--- config.mk ---
export PLATFORM = sky130hd
export DESIGN_NAME = alu_core_flat
export DESIGN_NICKNAME = d
export VERILOG_FILES = /design/src/rtl/alu_if.sv /design/src/rtl/alu_core.sv /design/src/flat_wrapper.sv
export SDC_FILE = /design/constraint.sdc
export NUM_CORES = 1
export LEC_CHECK = 0
export CORE_MARGIN = 2
export CORE_UTILIZATION = 53
export DETAILED_ROUTE_END_ITERATION = 10
export GPL_TIMING_DRIVEN = 0
export PLACE_DENSITY = 0.8
export SLEW_MARGIN = 20
export SYNTH_ARGS = -nofsm -noshare
export SYNTH_HDL_FRONTEND = slang
export SYNTH_SLANG_ARGS = --single-unit
--- constraint.sdc ---
create_clock -name clk -period 0.8 [get_ports clk]
set_clock_uncertainty 0.15 [all_clocks]
set_input_delay 0.12 -clock clk [delete_from_list [all_inputs] [get_ports clk]]
set_output_delay 0.12 -clock clk [all_outputs]
set_load 0.005 [all_outputs]
--- src/rtl/alu_if.sv ---
// alu_if: operand/opcode request and result/status response of alu_core.
//   master: drives in1, in2, alu_op; observes alu_out, z
//   slave : observes in1, in2, alu_op; drives alu_out, z
interface alu_if #(
  parameter int N = 12
);
  logic [N-1:0] in1;
  logic [N-1:0] in2;
  logic [2:0]   alu_op;
  logic [N-1:0] alu_out;
  logic [N-1:0] z;

  modport master (output in1, in2, alu_op, input alu_out, z);
  modport slave  (input in1, in2, alu_op, output alu_out, z);
endinterface

--- src/rtl/alu_core.sv ---
// alu_core: registered signed two's-complement ALU, one op per cycle, latency 1.
//   clk    : clock, rising edge
//   rst_n  : async active-low reset, clears alu_out and z
//   bus    : alu_if.slave -- in1, in2, alu_op in; alu_out, z (status) out
// Status z: [0] zero, [1] negative, [2] carry/borrow/mul-lost, [3] overflow.
// Optional build macro ALU_MUL_EN: enables the signed multiplier for op 2;
// without it op 2 yields 0 with only the zero flag set.
module alu_core #(
  parameter int N              = 12,
  parameter int width_of_index = 6
) (
  input  logic   clk,
  input  logic   rst_n,
  alu_if.slave   bus
);

  typedef enum logic [2:0] {
    OP_ADD   = 3'd0,
    OP_SUB   = 3'd1,
    OP_MUL   = 3'd2,
    OP_NEG   = 3'd3,
    OP_INDEX = 3'd4,
    OP_PASSA = 3'd5,
    OP_PASSB = 3'd6,
    OP_ZERO  = 3'd7
  } op_e;

  typedef struct packed {
    logic [N-1:0] r;
    logic         c;
    logic         v;
  } res_t;

  logic [N-1:0] a, b, a_shl;
  logic [N:0]   add_s, sub_d, neg_d, idx_s;
  res_t         res;
  logic [N-1:0] st;

`ifdef ALU_MUL_EN
  logic signed [2*N-1:0] prod;
  assign prod = $signed(a) * $signed(b);
`endif

  assign a     = bus.in1;
  assign b     = bus.in2;
  assign a_shl = a << width_of_index;
  // one extra MSB captures unsigned carry / borrow
  assign add_s = {1'b0, a} + {1'b0, b};
  assign sub_d = {1'b0, a} - {1'b0, b};
  assign neg_d = {(N+1){1'b0}} - {1'b0, b};
  assign idx_s = {1'b0, a_shl} + {1'b0, b};

  always_comb begin
    res = '0;
    unique case (op_e'(bus.alu_op))
      OP_ADD: begin
        res.r = add_s[N-1:0];
        res.c = add_s[N];
        res.v = (a[N-1] == b[N-1]) && (add_s[N-1] != a[N-1]);
      end
      OP_SUB: begin
        res.r = sub_d[N-1:0];
        res.c = sub_d[N];
        res.v = (a[N-1] != b[N-1]) && (sub_d[N-1] != a[N-1]);
      end
      OP_MUL: begin
`ifdef ALU_MUL_EN
        res.r = prod[N-1:0];
        // product lost information if it differs from its truncation re-extended
        res.c = (prod != {{N{prod[N-1]}}, prod[N-1:0]});
        res.v = res.c;
`else
        res = '0;
`endif
      end
      OP_NEG: begin
        res.r = neg_d[N-1:0];
        res.c = neg_d[N];
        // only the most negative value overflows on negation
        res.v = b[N-1] && neg_d[N-1];
      end
      OP_INDEX: begin
        res.r = idx_s[N-1:0];
        res.c = idx_s[N];
      end
      OP_PASSA: res.r = a;
      OP_PASSB: res.r = b;
      OP_ZERO:  res.r = '0;
      default:  res = '0;
    endcase
  end

  always_comb begin
    st    = '0;
    st[0] = (res.r == '0);
    st[1] = res.r[N-1];
    st[2] = res.c;
    st[3] = res.v;
  end

  always_ff @(posedge clk or negedge rst_n) begin
    if (!rst_n) begin
      bus.alu_out <= '0;
      bus.z       <= '0;
    end else begin
      bus.alu_out <= res.r;
      bus.z       <= st;
    end
  end

endmodule

--- src/flat_wrapper.sv ---
// flat-port wrapper written by rule: the top's interface ports become plain ports
module alu_core_flat 
#(
  parameter int N              = 12,
  parameter int width_of_index = 6
)
  (clk, rst_n, bus_in1, bus_in2, bus_alu_op, bus_alu_out, bus_z);
  alu_if #(.N(N)) bus_i ();
  input  logic clk;
  input  logic rst_n;
  input wire logic [$bits(bus_i.in1)-1:0] bus_in1;
  input wire logic [$bits(bus_i.in2)-1:0] bus_in2;
  input wire logic [$bits(bus_i.alu_op)-1:0] bus_alu_op;
  output wire logic [$bits(bus_i.alu_out)-1:0] bus_alu_out;
  output wire logic [$bits(bus_i.z)-1:0] bus_z;
  assign bus_i.in1 = bus_in1;
  assign bus_i.in2 = bus_in2;
  assign bus_i.alu_op = bus_alu_op;
  assign bus_alu_out = bus_i.alu_out;
  assign bus_z = bus_i.z;
  alu_core #(.N(N), .width_of_index(width_of_index)) u_core (.clk(clk), .rst_n(rst_n), .bus(bus_i));
endmodule
Yosys cells after proc, flatten, opt, wreduce, memory -nomap -nowiden
Cells that the tools add are included.

cells by class
  add/sub/neg operators = 4
  equal/unequal tests = 11
  mux-type cells = 3
  reductions and logical operators = 6

operators by type and width
  kind                                                 number
  one-hot mux 12 bit (7 select lines)                  1
  adder 12 x 12 -> 13 bit                              2
  subtractor 1 x 12 -> 13 bit, first input constant    1
  subtractor 12 x 12 -> 13 bit                         1
  equality test 3 bit, second input constant           4
  logical NOT 12 bit                                   1
  equality test 3 x 2 -> 1 bit, second input constant  2
  one-hot mux 1 bit (4 select lines)                   1
  equality test 3 x 1 -> 1 bit, second input constant  1
  logical AND 1 bit                                    3
  logical NOT 3 bit                                    1
  != test 1 bit                                        3
  one-hot mux 1 bit (3 select lines)                   1
  OR reduction 2 bit                                   1
  equality test 1 bit                                  1

word-level totals
  flip-flop bits (word level) = 16
  input port bits = 29
  output and inout bits = 24
  word-level logic and storage cells = 26

Depth between registers and ports, before layout
Gate-level depths: netlist of run 1.

  word-level depth = 4
  gate-level depth with buffers = 11
  mapped depth without buffers = 11

Worst setup path after synthesis of run 1
Ideal clock, no wire load.

  path type = input -> register
  start point = input bus_in2[0]
  end point = register u_core.bus.z[0]
  library setup time = 0.096 ns
  arrival time = 2.629 ns
  data required time = 0.554 ns
  setup slack = -2.075 ns
  cell stages on the path = 11
  path buffers = 0
  path through = ha_1 inv_1 fa_1 or2_4 a22o_1 xnor2_1 o211ai_1 or4_1 or3_1 or4_1 nor4_2

RTL lines
  what                  RTL line            source
  from (decl)           flat_wrapper.sv:12  input wire logic [$bits(bus_i.in2)-1:0] bus_in2;
  to (signal assigned)  alu_core.sv:107     bus.z <= st;
  to (decl)             alu_if.sv:14        modport slave (input in1, in2, alu_op, output alu_out, z);

==> qor.csv, run 1 <==
stage,metric,value,unit
critical_path,cell family with most CP delay,simple AND/OR/NAND/NOR gates,
place,port bufs,44,
timing,RSZ-0062 raised after global routing,true,
drt,routed wire length,9.18,mm
synthesis,asr flop ratio synth,1.00,
clock_tree,clk slew on worst S/H paths,0.05,ns
timing,fin worst setup slack,-2.09,ns
power,VDD IR max,0.592,mV
layout,post-layout util,0.828,
synthesis,Yosys cell types,68,
grt,number of global-route vias before repair,2775,
grt,gr usage total,0.321,
critical_path,Slowest cell on crit path,or4_1,
timing,# setup viols final,31,
outcome,outcome,"finished, violations left",
timing,post-route clock period utilization,3.61,
critical_path,crit path DAT,2.89,ns
layout,nets,469,
synthesis,ys flop type,dfrtp_1,
die,Top-Level Pins,53,
critical_path,Crit. Startpoint,bus_in1[1],
synthesis,Synth warnings,0,
layout,area grow syn2layout,52.3,%
clock_tree,Root Buffer,clkbuf_8,
grt,first-pass GRT wire length,13.4,mm
drt,DRC,0,
synthesis,mux cell area share after synthesis,0.0206,
clock_tree,htree depth,1,
drt,Routed Antenna Nets,0,
timing,Max Transition Viols Final,0,
critical_path,Critical Path RT,0.80,ns
place,GP Congestion,0.921,
die,full die area,0.00539,mm^2
critical_path,Crit. End Element,flip-flop,
critical_path,slowest cell delay on critical path,0.54,ns
drt,DR pass1 iterations,5,
synthesis,Synth Area in Simple Gates,0.227,
die,Die X,73.4,um
synthesis,Synth Area in XOR/XNOR,0.0412,
synthesis,largest family of logic cells by synthesized area,compound AO/OA/AOI/OAI gates,
clock_tree,Num CTS Buffers,3,
critical_path,Worst setup SP type,input port,
synthesis,synthesized area,0.00255,mm^2
layout,ant diodes,0,
synthesis,post-synthesis sequential area ratio,0.147,
hold_path,worst hold path type,input port to asynchronous set/reset pin,
clock_tree,CTS tree,done,
place,pre-CTS setup slack,-3.05,ns
critical_path,Critical Path Fanout Max,6,
outcome,failing checks,"hold timing, setup timing",
power,pwr/cell area,1040,mW/mm^2
critical_path,crit path cell chain,"buf_4, inv_2, fa_2, or2_4, a22o_1, xnor2_1, o211ai_1, or4_1, or3_1, or4_4, nor4_4",
synthesis,Synth Area in Adders,0.180,
layout,layout cells sized above 1,0.399,
synthesis,cells after synthesis,327,
synthesis,Synth Area in Compound Gates,0.293,
clock_tree,maximum buffer depth of the clock tree,2,
die,core footprint,0.00469,mm^2
drt,WL/cell,20.0,um
drt,Vias,3015,
critical_path,critical path class,input port to flip-flop,
timing,Fin. Hold Viols,15,
timing,Max Clock Freq,346,MHz
timing,worst hold margin,-0.163,ns
die,Initial Util,0.544,
run,Max Cap Viol,0,
power,Power Total,0.00403,W
timing,Least-Margin Pin Slew,0.596,ns
die,Die Y,73.4,um
timing,crit path time final,2.89,ns
synthesis,register bit count reported by yosys,15,
grt,maximum number of pins on one net before global-route repair,16,
place,HPWL after detailed placement,6.13,mm
critical_path,Critical path buffers and inverters,2,
die,site row count,25,
synthesis,Mean Syn Cell Area,7.81,um^2
clock_tree,clk sink count,15,
power,LEAKAGE,1.68,nW
timing,Slew HR,0.602,
grt,antenna violations before repair,0,
drt,vias per inst,6.58,
synthesis,"EDFF count, synth",0,
drt,1st-iter DRT viols,325,
grt,GRT overflow,0,
==> synth_stat cells, types with 4 or more instances <==
cell / count / area (um^2)
o21ai_0: 20 / 100
a21oi_1: 22 / 110
o22ai_1: 5 / 31.3
nor3_1: 4 / 20.0
ha_1: 32 / 400
nand2_1: 20 / 75.1
dfrtp_1: 15 / 375
a221oi_1: 8 / 70.1
nand3_1: 5 / 25.0
clkbuf_1: 6 / 22.5
inv_1: 25 / 93.8
or3_1: 4 / 25.0
a31oi_1: 5 / 31.3
nor4_1: 5 / 31.3
nand2b_1: 5 / 31.3
or4_1: 4 / 30.0
xnor2_1: 10 / 87.6
a21o_1: 6 / 45.0
buf_2: 5 / 25.0
buf_4: 9 / 67.6
nand4_1: 4 / 25.0
nor2_1: 24 / 90.1
nor2b_1: 8 / 50.1
==> layout make-up <==
type	instances	area [um^2]
Buffer	21	205
Sequential cell	15	375
Tap cell	54	67.6
Clock buffer	4	45.0
Inverter	25	141
Timing Repair Buffer	68	587
Fill cell	290	806
Multi-Input combinational cell	271	2460
==> per-layer routing <==
metal	share of wire	GRT usage
met4	0.040	0.125
met3	0.088	0.0549
met1	0.40	0.415
met2	0.47	0.530
met5	0	0
==> registers in the layout (all words and copies together) (netlist names) <==
name	count
u_core.bus.z	4
u_core.bus.alu_out	11
==> power breakdown <==
group          internal, W  total, W  switching [W]  leakage, nW
clock network     0.000352  0.000583       0.000231       0.0228
registers         0.000855  0.000877      0.0000225        0.188
logic              0.00121   0.00257        0.00136         1.47
==> worst paths after layout <==
kind / endpoint / slack [ns] / depth (start not counted)
setup / recovery: u_core.bus.z[0] / -2.09 / 11
max in group asynchronous: u_core.bus.z[2] / 0.27 / 1
hold / removal: u_core.bus.alu_out[2] / -0.16 / 1
min in group clk: u_core.bus.alu_out[0] / 0.01 / 3
==> layout by cell type, fill, tap and decap left out, drive strengths merged, types with 4 or more instances in the layout <==
cell type	synthesis	final
buf	16	67
or4	4	4
nor4	7	7
nor3	5	5
nand3	5	5
conb	1	8
clkdlybuf4s50	0	4
a21o	6	6
nand2	20	20
nor2b	8	8
dlygate4sd2	0	6
nand4	4	4
nand2b	5	5
clkbuf	7	13
o21ai	20	20
ha	32	32
a31oi	5	5
inv	25	25
a221oi	8	8
a21oi	22	22
dfrtp	15	15
o22ai	5	5
nor2	24	24
or3	4	4
xnor2	10	10
==> logic make-up (layout without fill, tap and decap cells) <==
logic type | Yosys count | count (layout)
AND/OR/NAND/NOR | 104 | 104
adder cells (fa/ha/maj) | 35 | 35
XOR/XNOR | 12 | 12
other | 1 | 8
AO/OA/AOI/OAI | 107 | 107
flip-flops | 15 | 15
buffers and inverters | 48 | 118
multiplexers | 5 | 5
==> what timing repair did <==
| action | CTS | global route |
|---|---|---|
| endpoints found under the hold margin | 15 | 15 |
| pin swaps | 20 | 13 |
| cloned | 0 | 0 |
| setup endpoints to repair | 46 | 31 |
| setup buffers | 14 | 10 |
| resized for setup | 214 | 38 |
==> through the flow <==
step                cells  setup TNS [ns]  area [um^2]
finish                458          -20.82         3890
global placement      432          -39.07         3350
CTS                   449          -19.83         3670
global route          458          -22.10         3890
detailed placement    432          -39.61         3360
floorplan             334          -15.72         2840
No activity file was read; power rests on OpenSTA's default activity.
==> run 2: changes to the inputs <==
--- a/config.mk
+++ b/config.mk
@@ -6,11 +6,10 @@
 export NUM_CORES = 1
 export LEC_CHECK = 0
 export CORE_MARGIN = 2
-export CORE_UTILIZATION = 53
+export CORE_UTILIZATION = 46
 export DETAILED_ROUTE_END_ITERATION = 10
 export GPL_TIMING_DRIVEN = 0
-export PLACE_DENSITY = 0.8
-export SLEW_MARGIN = 20
+export PLACE_DENSITY = 0.71
 export SYNTH_ARGS = -nofsm -noshare
 export SYNTH_HDL_FRONTEND = slang
 export SYNTH_SLANG_ARGS = --single-unit
==> run 2 against run 1 <==
  * Core utilization fell by 12 points
  * Clock-buffer cell count did not move
  * Largest cell class unchanged
  * Worst hold slack improved by 0.0036 ns
  * Final cell count rose by 3.1%
  * Largest power group unchanged
  * Wire length fell by 11%
  * Die area rose by 14%
  * First-iteration DRC count fell by 26%
  * Highest routed layer unchanged
  * Total power fell by 3.3%
  * The flow still finishes with violations (hold timing, setup timing)
  * Sequential power barely moved
==> qor.csv, run 2 (synthesis results as in run 1) <==
stage,metric,value,unit,change
outcome,failing checks,"hold timing, setup timing",,
layout,area grow syn2layout,50.5,%,
drt,Routed Antenna Nets,0,,unchanged
place,GP Congestion,0.934,,+1.5%
timing,fin worst setup slack,-2.08,ns,+0.00764 ns
timing,Max Transition Viols Final,0,,unchanged
clock_tree,htree depth,1,,unchanged
layout,layout cells sized above 1,0.393,,-0.00601
die,Top-Level Pins,53,,unchanged
grt,first-pass GRT wire length,13.3,mm,-0.42%
power,pwr/cell area,1010,mW/mm^2,-2.2%
critical_path,crit path DAT,2.87,ns,-0.02 ns
place,pre-CTS setup slack,-3.05,ns,-0.00674 ns
outcome,outcome,"finished, violations left",,
die,full die area,0.00616,mm^2,+14%
drt,vias per inst,6.03,,-8.5%
timing,# setup viols final,31,,unchanged
power,Sequential Power Share,0.225,,+0.007
layout,nets,465,,-0.85%
drt,1st-iter DRT viols,239,,-26%
power,Pint,0.00238,W,-1.7%
critical_path,Critical Path Fanout Max,3,,-3
drt,DRC,0,,unchanged
grt,maximum number of pins on one net before global-route repair,16,,unchanged
timing,RSZ-0062 raised after global routing,true,,
grt,number of global-route vias before repair,2722,,-1.9%
die,core footprint,0.00544,mm^2,+16%
timing,worst hold margin,-0.159,ns,+0.00356 ns
drt,routed wire length,8.14,mm,-11%
power,VDD IR max,0.679,mV,+15%
die,Die Y,78.5,um,+6.9%
timing,Slew HR,0.561,,-0.0409
layout,most frequent cells in the layout,"27 x buf_4, 23 x nor2_1, 23 x buf_2, 21 x ha_1, 20 x nand2_1",,
layout,"commonest non-fill, non-tap cell in the layout",buf_4,,
critical_path,Critical Path RT,0.79,ns,about the same
timing,post-route clock period utilization,3.60,,-0.00955
timing,crit path time final,2.88,ns,-0.00764 ns
power,power share of the combinational group,0.626,,-0.012
clock_tree,clk slew on worst S/H paths,0.05,ns,about the same
power,LEAKAGE,1.66,nW,-1.5%
power,sw power,0.00152,W,-5.8%
clock_tree,Root Buffer,clkbuf_8,,
power,switching part of the total power,0.390,,-0.0101
timing,Fin. Hold Viols,15,,unchanged
grt,GRT overflow,0,,unchanged
run,Max Cap Viol,0,,unchanged
drt,WL/cell,17.2,um,-14%
layout,Top reg by flops,u_core.bus.alu_out,,
clock_tree,Num CTS Buffers,3,,unchanged
critical_path,critical path class,input port to flip-flop,,
timing,Max Clock Freq,347,MHz,+0.26%
critical_path,Worst setup SP type,input port,,
timing,Least-Margin Pin Slew,0.655,ns,+0.0585 ns
grt,antenna violations before repair,0,,unchanged
die,Die X,78.5,um,+6.9%
layout,ant diodes,0,,unchanged
clock_tree,maximum buffer depth of the clock tree,2,,unchanged
timing,setup TNS,-19.73,ns,+1.09 ns
grt,gr usage total,0.272,,-0.0489
critical_path,Crit. End Element,flip-flop,,
layout,max FFs per register,11,,unchanged
place,HPWL after detailed placement,6.18,mm,+0.87%
die,Initial Util,0.469,,-0.0747
layout,Top Registers,"u_core.bus.alu_out (11), u_core.bus.z (4)",,
clock_tree,clk sink count,15,,unchanged
drt,Vias,2844,,-5.7%
hold_path,worst hold path type,input port to asynchronous set/reset pin,,
die,site row count,27,,+8.0%
place,port bufs,44,,unchanged
drt,DR pass1 iterations,5,,unchanged
power,clock power share,0.149,,+0.004
layout,post-layout util,0.706,,-0.122
clock_tree,CTS tree,done,,
[run 2: stage by stage]
stage               hold WS, ns  total power, W  cells  area, um^2
finish                   -0.159         0.00390    472        3840
global route            -0.0941         0.00416    472        3840
CTS                      -0.139         0.00378    471        3720
detailed placement        0.386         0.00298    450        3370
global placement          0.385         0.00295    450        3370
floorplan                -0.326         0.00222    334        2840
[run 2: what timing repair did]
| action | in CTS | in global routing |
|---|---|---|
| gates resized for setup | 225 | 23 |
| setup buffers | 19 | 2 |
| endpoints found under the hold margin | 15 | 15 |
| pin swaps | 23 | 12 |
| cloned | 0 | 0 |
| setup endpoints to repair | 46 | 31 |
[run 2: worst paths after layout]
kind / startpoint / end / cells past startpoint
worst max-delay path: bus_in1[0] / u_core.bus.z[0] / 12
worst min-delay path: rst_n / u_core.bus.alu_out[1] / 1
min in group clk: bus_in2[3] / u_core.bus.alu_out[3] / 3
max in group asynchronous: rst_n / u_core.bus.z[3] / 1
[run 2: worst max-delay path, cell delays in order]
cell and delay [ns]:
buf_12 0.10, ha_4 0.14, inv_2 0.04, fa_2 0.34
or2_4 0.25, a22o_1 0.19, xnor2_1 0.13, o211ai_1 0.12
or4_1 0.54, or3_1 0.32, or4_1 0.43, nor4_2 0.16
[run 2: per-layer routing]
layer | GRT usage | up-vias | share of wire
li1 | - | 1366 | -
met3 | 0.0161 | 17 | 0.062
met1 | 0.369 | 1342 | 0.45
met5 | 0 | - | 0
met2 | 0.458 | 119 | 0.47
met4 | 0.0930 | 0 | 0.023
[run 2: power groups by stage]
stage	Clock, W	Sequential [W]	Combinational, W
floorplan	0	0.000910	0.00131
global placement	0	0.000891	0.00206
detailed placement	0	0.000895	0.00209
CTS	0.000590	0.000877	0.00231
global route	0.000641	0.000886	0.00263
finish	0.000579	0.000877	0.00244
[run 2: final cells by class]
type / instances / area (um^2)
Multi-Input combinational cell: 271 / 2440
Clock buffer: 4 / 45.0
Timing Repair Buffer: 65 / 544
Fill cell: 410 / 1600
Sequential cell: 15 / 375
Buffer: 20 / 205
Tap cell: 72 / 90.1
Inverter: 25 / 141
==> run 3: changes to the inputs <==
--- a/config.mk
+++ b/config.mk
@@ -5,11 +5,12 @@
 export SDC_FILE = /design/constraint.sdc
 export NUM_CORES = 1
 export LEC_CHECK = 0
-export CORE_MARGIN = 2
-export CORE_UTILIZATION = 46
+export CORE_MARGIN = 8
+export CORE_UTILIZATION = 45
 export DETAILED_ROUTE_END_ITERATION = 10
 export GPL_TIMING_DRIVEN = 0
-export PLACE_DENSITY = 0.71
+export PLACE_DENSITY = 0.7
+export SKIP_LAST_GASP = 1
 export SYNTH_ARGS = -nofsm -noshare
 export SYNTH_HDL_FRONTEND = slang
 export SYNTH_SLANG_ARGS = --single-unit
==> run 3 against run 2 <==
  * The flow still finishes with violations (hold timing, setup timing)
  * Core utilization about the same
  * Clock power decreased by 2%
  * Die area increased by 35%
  * Global-route usage decreased by 7.3 points
  * Setup slack improved by 0.023 ns
  * Via count increased by 1.5%
  * Sequential power about the same
  * Sequential share of layout area decreased by 0.12 points
  * Final cell count increased by 3.0%
  * Maximum frequency increased by 0.82%
  * Critical endpoint unchanged
==> qor.csv, run 3 (synthesis results as in run 1) <==
stage,metric,value,unit,change
die,core footprint,0.00551,mm^2,+1.2%
die,Die X,91.3,um,+16%
hold_path,worst hold path type,input port to asynchronous set/reset pin,,
clock_tree,CTS tree,done,,
grt,maximum number of pins on one net before global-route repair,16,,unchanged
die,full die area,0.00834,mm^2,+35%
die,Initial Util,0.464,,-0.00576
layout,Non-Filler Instances,486,,+3.0%
drt,routed wire length,8.59,mm,+5.5%
power,pwr/cell area,1020,mW/mm^2,+0.19%
die,Die Y,91.3,um,+16%
critical_path,Worst setup SP type,input port,,
critical_path,most used cell along the critical path,or4_1,,
critical_path,Critical Path RT,0.79,ns,about the same
clock_tree,clk slew on worst S/H paths,0.05,ns,about the same
outcome,failing checks,"hold timing, setup timing",,
critical_path,Critical path buffers and inverters,2,,unchanged
layout,Top reg by flops,u_core.bus.alu_out,,
drt,Vias,2888,,+1.5%
place,HPWL after detailed placement,6.46,mm,+4.4%
critical_path,cell family with most CP delay,simple AND/OR/NAND/NOR gates,,
outcome,outcome,"finished, violations left",,
power,VDD IR max,0.814,mV,+20%
critical_path,critical path class,input port to flip-flop,,
drt,DRC,0,,unchanged
critical_path,crit path cell chain,"buf_12, ha_4, inv_2, fa_2, or2_4, a22o_1, xnor2_1, o211ai_1, or4_1, or3_1, or4_1, nor4_2",,
layout,"Design Area, Final",0.00389,mm^2,+1.2%
timing,Max Clock Freq,350,MHz,+0.82%
timing,crit path time final,2.86,ns,-0.0234 ns
layout,layout cells sized above 1,0.403,,+0.0109
layout,area grow syn2layout,52.3,%,
timing,Slew HR,0.598,,+0.0364
grt,antenna violations before repair,0,,unchanged
clock_tree,Num CTS Buffers,3,,unchanged
timing,Least-Margin Pin Slew,0.603,ns,-0.0517 ns
grt,number of global-route vias before repair,2823,,+3.7%
die,site row count,27,,unchanged
critical_path,Crit. End Element,flip-flop,,
run,Max Cap Viol,0,,unchanged
timing,worst hold margin,-0.153,ns,+0.00647 ns
grt,gr usage total,0.199,,-0.0726
place,Placed Area,0.00337,mm^2,unchanged
timing,post-route clock period utilization,3.57,,-0.0292
clock_tree,htree depth,1,,unchanged
place,GP Congestion,0.883,,-5.5%
layout,max FFs per register,11,,unchanged
grt,first-pass GRT wire length,14.0,mm,+4.8%
drt,WL/cell,17.7,um,+2.5%
clock_tree,Root Buffer,clkbuf_8,,
layout,post-layout util,0.706,,about the same
layout,"commonest non-fill, non-tap cell in the layout",buf_4,,
layout,ant diodes,0,,unchanged
drt,vias per inst,5.94,,-1.4%
drt,1st-iter DRT viols,280,,+17%
timing,fin worst setup slack,-2.06,ns,+0.0234 ns
timing,Max Transition Viols Final,0,,unchanged
grt,GRT overflow,0,,unchanged
critical_path,Critical Path Fanout Max,6,,+3
critical_path,slowest cell delay on critical path,0.53,ns,about the same
timing,Fin. Hold Viols,15,,unchanged
critical_path,Slowest cell on crit path,or4_1,,
clock_tree,clk sink count,15,,unchanged
drt,DR pass1 iterations,5,,unchanged
drt,Routed Antenna Nets,0,,unchanged
place,port bufs,44,,unchanged
die,Top-Level Pins,53,,unchanged
layout,nets,479,,+3.0%
power,LEAKAGE,1.72,nW,+3.8%
layout,most frequent cells in the layout,"45 x buf_4, 23 x nor2_1, 22 x ha_1, 20 x nand2_1, 20 x buf_2",,
timing,# setup viols final,31,,unchanged
critical_path,crit path DAT,2.85,ns,-0.02 ns
place,placed cell count,450,,unchanged
clock_tree,maximum buffer depth of the clock tree,2,,unchanged
layout,Top Registers,"u_core.bus.alu_out (11), u_core.bus.z (4)",,
timing,RSZ-0062 raised after global routing,true,,
## run 3: cell type report
class	count	area [um^2]
Buffer	19	180
Clock buffer	4	45.0
Multi-Input combinational cell	271	2400
Sequential cell	15	375
Timing Repair Buffer	80	658
Tap cell	72	90.1
Fill cell	434	1620
Inverter	25	136
## run 3: repair_timing
| item | in CTS | in global routing |
|---|---|---|
| pin swaps | 31 | 19 |
| gates resized for setup | 214 | 26 |
| hold endpoints to repair | 15 | 15 |
| setup buffers | 26 | 10 |
| setup endpoints to repair | 46 | 31 |
## run 3: final timing paths
path	slack [ns]	depth (start not counted)	endpoint	from
min in group clk	0.05	3	u_core.bus.alu_out[0]	bus_in2[0]
worst min-delay path	-0.15	1	u_core.bus.alu_out[2]	rst_n
worst max-delay path	-2.06	12	u_core.bus.z[0]	bus_in2[0]
max in group asynchronous	0.26	1	u_core.bus.z[3]	rst_n
## run 3: power breakdown
group | switching, W | internal, W | leakage, nW
logic | 0.00129 | 0.00122 | 1.51
clock network | 0.000215 | 0.000351 | 0.0228
registers | 0.0000204 | 0.000855 | 0.188
## run 3: per-stage QoR
| stage | setup TNS (ns) | setup WS, ns | total power [W] |
|---|---|---|---|
| after global placement | -39.54 | -3.02 | 0.00297 |
| after floorplan | -15.72 | -2.00 | 0.00222 |
| final | -20.75 | -2.06 | 0.00395 |
| after global routing | -22.08 | -2.13 | 0.00423 |
| after detailed placement | -39.95 | -3.02 | 0.00299 |
| after CTS | -20.08 | -2.03 | 0.00377 |
## run 3: layer usage
| layer | part of all wire | GRT usage | up-vias |
|---|---|---|---|
| met4 | 0.0092 | 0.0368 | 0 |
| met5 | 0 | 0 | - |
| met3 | 0.082 | 0.0387 | 8 |
| met2 | 0.46 | 0.326 | 121 |
| met1 | 0.45 | 0.266 | 1371 |
| li1 | - | - | 1388 |
